==> config.mk <==
export PLATFORM = sky130hd
export DESIGN_NAME = cbda8_reload
export DESIGN_NICKNAME = d
export VERILOG_FILES = /design/src/rtl/cbda8_reload.sv
export SDC_FILE = /design/constraint.sdc
export NUM_CORES = 1
export LEC_CHECK = 0
export ABC_AREA = 1
export CORE_UTILIZATION = 25
export CTS_CLUSTER_DIAMETER = 150
export DETAILED_ROUTE_END_ITERATION = 8
export PLACE_DENSITY = 0.46
export SETUP_SLACK_MARGIN = 0.4
export SLEW_MARGIN = 5
export SYNTH_ARGS = -nofsm -noshare
export SYNTH_HDL_FRONTEND = slang
export SYNTH_SLANG_ARGS = --single-unit
==> constraint.sdc <==
create_clock -name CLK -period 1.5 [get_ports CLK]
set_clock_uncertainty 0.1 [all_clocks]
set_input_delay 0.3 -clock CLK [delete_from_list [all_inputs] [get_ports CLK]]
set_output_delay 0.3 -clock CLK [all_outputs]
set_load 0.01 [all_outputs]
==> src/rtl/cbda8_reload.sv <==
// cbda8_reload -- cascadable 8-bit down counter with reload register.
//
// Ports:
//   CLK        rising-edge clock
//   CDN        asynchronous active-low reset (released synchronously by the
//              surrounding reset logic)
//   D0..D7     parallel load data (D0 = LSB)
//   LD         synchronous load of D into count and reload register;
//              enters RUN from any state; overrides counting
//   EN         count enable
//   BAI        borrow-in from the less-significant stage (tie 1 on LS stage)
//   ARL        at underflow: 1 = reload from R, 0 = wrap to 8'hFF
//   OS         at underflow: 1 = halt (one-shot), 0 = keep running
//   Q0..Q7     current count (Q0 = LSB)
//   BAO        combinational borrow-out to the next stage's BAI
//   TC         registered one-cycle terminal-count pulse per underflow
//   RUN        registered, high while the FSM is in the RUN state
module cbda8_reload (
  input  logic CLK,
  input  logic CDN,
  input  logic D0,
  input  logic D1,
  input  logic D2,
  input  logic D3,
  input  logic D4,
  input  logic D5,
  input  logic D6,
  input  logic D7,
  input  logic LD,
  input  logic EN,
  input  logic BAI,
  input  logic ARL,
  input  logic OS,
  output logic Q0,
  output logic Q1,
  output logic Q2,
  output logic Q3,
  output logic Q4,
  output logic Q5,
  output logic Q6,
  output logic Q7,
  output logic BAO,
  output logic TC,
  output logic RUN
);

  typedef enum logic [1:0] {
    S_IDLE = 2'd0,
    S_RUN  = 2'd1,
    S_HALT = 2'd2
  } state_t;

  state_t     r_state;
  state_t     w_state_nxt;
  logic [7:0] r_q;
  logic [7:0] r_r;
  logic       r_tc;
  logic       r_run;

  logic [7:0] w_d;
  logic [7:0] w_q_nxt;
  logic [7:0] w_r_nxt;
  logic       w_tc_nxt;
  logic       w_ce;
  logic       w_uf;

  assign w_d  = {D7, D6, D5, D4, D3, D2, D1, D0};
  assign w_ce = BAI & EN & (r_state == S_RUN);
  // Underflow doubles as the borrow-out: the whole cascade resolves in one
  // cycle because every stage's BAO is a pure AND of its own state and BAI.
  assign w_uf = w_ce & (r_q == 8'h00);

  // ARL and OS are only consulted inside the underflow branch, so changing
  // them at any other time has no effect.
  always_comb begin
    w_state_nxt = r_state;
    w_q_nxt     = r_q;
    w_r_nxt     = r_r;
    w_tc_nxt    = 1'b0;
    if (LD) begin
      w_q_nxt     = w_d;
      w_r_nxt     = w_d;
      w_state_nxt = S_RUN;
    end else if (w_ce) begin
      if (r_q == 8'h00) begin
        w_q_nxt  = ARL ? r_r : 8'hFF;
        w_tc_nxt = 1'b1;
        if (OS) begin
          w_state_nxt = S_HALT;
        end
      end else begin
        w_q_nxt = r_q - 8'd1;
      end
    end
  end

  // RUN comes from its own flop, loaded with the decoded next state, so the
  // output never carries decode glitches from the state encoding.
  always_ff @(posedge CLK or negedge CDN) begin
    if (!CDN) begin
      r_state <= S_IDLE;
      r_q     <= 8'h00;
      r_r     <= 8'h00;
      r_tc    <= 1'b0;
      r_run   <= 1'b0;
    end else begin
      r_state <= w_state_nxt;
      r_q     <= w_q_nxt;
      r_r     <= w_r_nxt;
      r_tc    <= w_tc_nxt;
      r_run   <= (w_state_nxt == S_RUN);
    end
  end

  assign {Q7, Q6, Q5, Q4, Q3, Q2, Q1, Q0} = r_q;
  assign BAO = w_uf;
  assign TC  = r_tc;
  assign RUN = r_run;

endmodule

==> PnR_summary.wiki <==
{| class="wikitable"
! Metric !! Value
|-
| Cell types with the largest area share after synthesis || sky130_fd_sc_hd__dfrtp_1 (45%), sky130_fd_sc_hd__nand2_1 (16%), sky130_fd_sc_hd__a21oi_1 (6.7%)
|-
| VDD IR-drop max || around 0.37 mV
|-
| Setup repair after global routing missed its margin || yes
|-
| Clock-pin transition on the worst setup and hold timing paths || ~0.080 ns
|-
| Area of the core region || around 4100 µm²
|-
| Overall die height || 68.9 µm
|-
| N_diodes || 0
|-
| Cts-stage hold buffer count || 0
|-
| Actual slew at the worst max-slew pin || roughly 0.27 ns
|-
| Reported leakage power || just over 0.001 µW
|-
| Dominant cell by count in the synthesized netlist || sky130_fd_sc_hd__nand2_1
|-
| Sinks on Clock Net || 20
|-
| Clock root cell || sky130_fd_sc_hd__clkbuf_8
|-
| Share of the yosys chip area belonging to registers || 0.447
|-
| Number of pins exceeding their max-slew limit in the final report || 0
|-
| Part of the cycle the worst path needs || 1.17
|-
| Post-layout net count || 241
|-
| Critical path's slowest cell || sky130_fd_sc_hd__dfrtp_1
|-
| Fraction of registers with async set/reset || 1.00
|-
| Number of buffers added by the clock tree synthesis step || 3
|-
| Type of destination of the critical path || output pin
|-
| Drt first pass iters || 4
|-
| Origin of the critical flop-to-flop path || r_q[0]
|-
| Worst setup path class || flip-flop to output pin
|-
| Net Switching || about 600 µW
|-
| Post-detailed-placement half-perimeter wirelength || approximately 2500 µm
|-
| Number of flops mapped to enable cells by yosys || 0
|-
| Netlist area before placement || ~1100 µm²
|-
| Via count of the first global-routing pass || between 1000 and 1500
|-
| Portion of total power attributed to sequential cells || 0.351
|-
| Largest area contributor in the synthesized netlist || sky130_fd_sc_hd__dfrtp_1
|-
| Drt total wl || 3710 µm
|-
| Starting Density || 0.270
|-
| Via count of the routed design || roughly 1300
|-
| Placement Cell Area || 1630 µm²
|-
| Top-level port count || 26
|-
| Maximum fanout encountered on the critical timing path || 2
|-
| Final-report setup violation count || 10
|-
| Pwr dens || 871 nW/µm²
|-
| DRC errors left || 0
|-
| Horizontal die dimension || 68.9 µm
|-
| Part of the total power dissipated in combinational logic || 0.404
|-
| Number of flip-flops and latches in the synthesized netlist || 20
|-
| P_int || roughly 1200 µW
|-
| Net switching share of the total power || 0.327
|-
| CTS tree || done
|-
| Worst hold path type || primary input to asynchronous set/reset pin
|-
| Highest cell delay on the worst timing path || roughly 0.40 ns
|-
| Tightest slew margin relative to the limit || 0.819
|-
| Worst setup path startpoint || r_q[0]
|-
| Wire length of the first global-routing pass || about 5900 µm
|-
| Post-synthesis area per instance || ~7.2 µm²
|-
| Maximum capacitance violations || 0
|-
| Routability Congestion || roughly 0.9
|-
| Min setup slack post-route || -0.262 ns
|-
| Final Hold Violating Endpoints || 0
|-
| Largest net degree at the start of global routing || 21
|-
| Post-detailed-route count of antenna-violating nets || 0
|-
| Top cell types by occurrence after synthesis || sky130_fd_sc_hd__nand2_1 (49), sky130_fd_sc_hd__dfrtp_1 (20), sky130_fd_sc_hd__a21oi_1 (15), sky130_fd_sc_hd__nor2_1 (14)
|-
| Number of DRC violations after detailed-routing iteration 0 || 52
|-
| Post-synth cell types || 20
|-
| Synthesis warning total || 0
|-
| Average detailed-routed wire length per instance || ~14 µm
|-
| Clock latency of the later-clocked register in the worst-skew pair || 0.27 ns
|-
| Synthesized netlist net count || about 170
|-
| Ratio of cells with drive above 1 in the final layout || 0.473
|-
| Commonest register cell after synthesis || sky130_fd_sc_hd__dfrtp_1
|-
| Via density per instance || about 4.6
|-
| Critical Path, Cell by Cell || inv_2 -> ha_4 -> nand2_4 -> nor2_4 -> nand2_4 -> nor2_4 -> buf_6
|-
| Arrival time at the worst endpoint || 1.36 ns
|-
| IO buf count || 25
|-
| Final critical-path required period || roughly 1.8 ns
|-
| Global-route congestion overflow total || 0
|-
| Maximum level of the CTS H-tree || 1
|-
| Highest attainable clock frequency || 568 MHz
|-
| Startpoint kind of the worst setup timing path || flip-flop
|-
| WP data required || about 1.1 ns
|-
| Row cnt || 23
|-
| Area growth, synth to finish || 83.5%
|-
| Area of the die || ~4800 µm²
|-
| Cell count after synthesis || 155
|-
| Number of antenna violations at the first check in global routing || 0
|-
| Top-area cell type share of the netlist area || 0.447
|-
| Minimum hold slack || about 0.27 ns
|-
| Non-Filler Cell Area, Final || around 2100 µm²
|-
| Relative contribution of the clock network to total power || 0.246
|-
| Clock Tree Buf Depth || 2
|-
| Run status || finished, violations left
|-
| Total routing usage reported by global routing || 0.174
|-
| Failing checks || setup timing
|}
-- flip-flops by register name, summed over array words and instances (netlist names) --
signal and count:
TC 1, r_q 8, RUN 1, r_r 8, r_state 2
-- worst paths after layout --
check                      endpoint  slack (ns)  depth (start not counted)
max                             BAO       -0.26                          7
min                          r_q[5]        0.27                          2
max reg2reg                  r_q[4]       -0.21                         13
min reg2reg                  r_r[3]        0.40                          2
max in group asynchronous    r_r[4]        0.82                          2
min in group CLK             r_r[3]        0.40                          2
-- metal layers --
| layer | routed length [µm] | GRT usage | vias to the layer above |
|---|---|---|---|
| li1 | - | - | 632 |
| met1 | 1720 | 0.235 | 608 |
| met2 | 1850 | 0.282 | 15 |
| met3 | 79 | 0.0197 | 5 |
| met4 | 68 | 0.0689 | 0 |
| met5 | 0 | 0 | - |
-- final cells by class --
cell class / instances / area (µm²)
inverters: 20 / 87.6
flip-flops and latches: 20 / 500
fillers: 408 / 2090
clock buffers: 4 / 55.1
repair buffers: 68 / 674
well taps: 50 / 62.6
multi-input cells: 112 / 674
-- cells in the final DEF, fill, tap and decap left out, types with 2 or more instances in the layout --
| master | count |
|---|---|
| sky130_fd_sc_hd__buf_6 | 26 |
| sky130_fd_sc_hd__nand2_4 | 4 |
| sky130_fd_sc_hd__nand2_2 | 7 |
| sky130_fd_sc_hd__nand3_2 | 9 |
| sky130_fd_sc_hd__clkdlybuf4s50_1 | 13 |
| sky130_fd_sc_hd__a21oi_2 | 7 |
| sky130_fd_sc_hd__clkbuf_8 | 4 |
| sky130_fd_sc_hd__inv_1 | 9 |
| sky130_fd_sc_hd__o21ai_2 | 2 |
| sky130_fd_sc_hd__inv_2 | 10 |
| sky130_fd_sc_hd__buf_12 | 3 |
| sky130_fd_sc_hd__nand4_1 | 3 |
| sky130_fd_sc_hd__dfrtp_1 | 20 |
| sky130_fd_sc_hd__nor2_1 | 13 |
| sky130_fd_sc_hd__nand3_1 | 2 |
| sky130_fd_sc_hd__a21oi_1 | 8 |
| sky130_fd_sc_hd__buf_4 | 23 |
| sky130_fd_sc_hd__nor2_4 | 4 |
| sky130_fd_sc_hd__buf_2 | 2 |
| sky130_fd_sc_hd__o21ai_0 | 4 |
| sky130_fd_sc_hd__nand2_1 | 42 |
-- critical path: cells and delay by family (launching register included) --
kind,cells,cell delay (ns)
AND/OR/NAND/NOR,4,0.35
adder cells (fa/ha/maj),1,0.14
flip-flops,1,0.40
buffers and inverters,2,0.19
-- cell families after synthesis --
group,share of synthesized area
flip-flops,0.447
adder cells (fa/ha/maj),0.0112
AO/OA/AOI/OAI,0.104
AND/OR/NAND/NOR,0.360
buffers and inverters,0.0782
-- through the flow --
stage | utilization | worst slack (ns) | setup TNS [ns] | power [µW] | instances
2_1_floorplan | - | -0.0211 | -0.0291 | 889 | 155
3_3_place_gp | 0.393 | -0.464 | -1.77 | 1170 | 252
3_5_place_dp | 0.393 | -0.496 | -1.96 | 1180 | 252
4_1_cts | 0.469 | -0.250 | -1.41 | 1750 | 271
5_1_grt | 0.496 | -0.325 | -2.36 | 1910 | 274
6_report | 0.496 | -0.262 | -1.52 | 1790 | 274
-- power by group through the flow --
| stage | Clock [µW] | Sequential (µW) | Combinational [µW] |
|---|---|---|---|
| 2_1_floorplan | 0 | 672 | 217 |
| 3_3_place_gp | 0 | 634 | 537 |
| 3_5_place_dp | 0 | 635 | 542 |
| 4_1_cts | 454 | 626 | 668 |
| 5_1_grt | 483 | 632 | 790 |
| 6_report | 440 | 628 | 723 |
-- what timing repair did --
| action | in CTS | in global routing |
|---|---|---|
| gates resized for setup | 85 | 22 |
| setup endpoints to repair | 30 | 23 |
| setup buffers | 15 | 3 |
| pin swaps | 16 | 11 |
No activity file was read; power rests on OpenSTA's default activity.
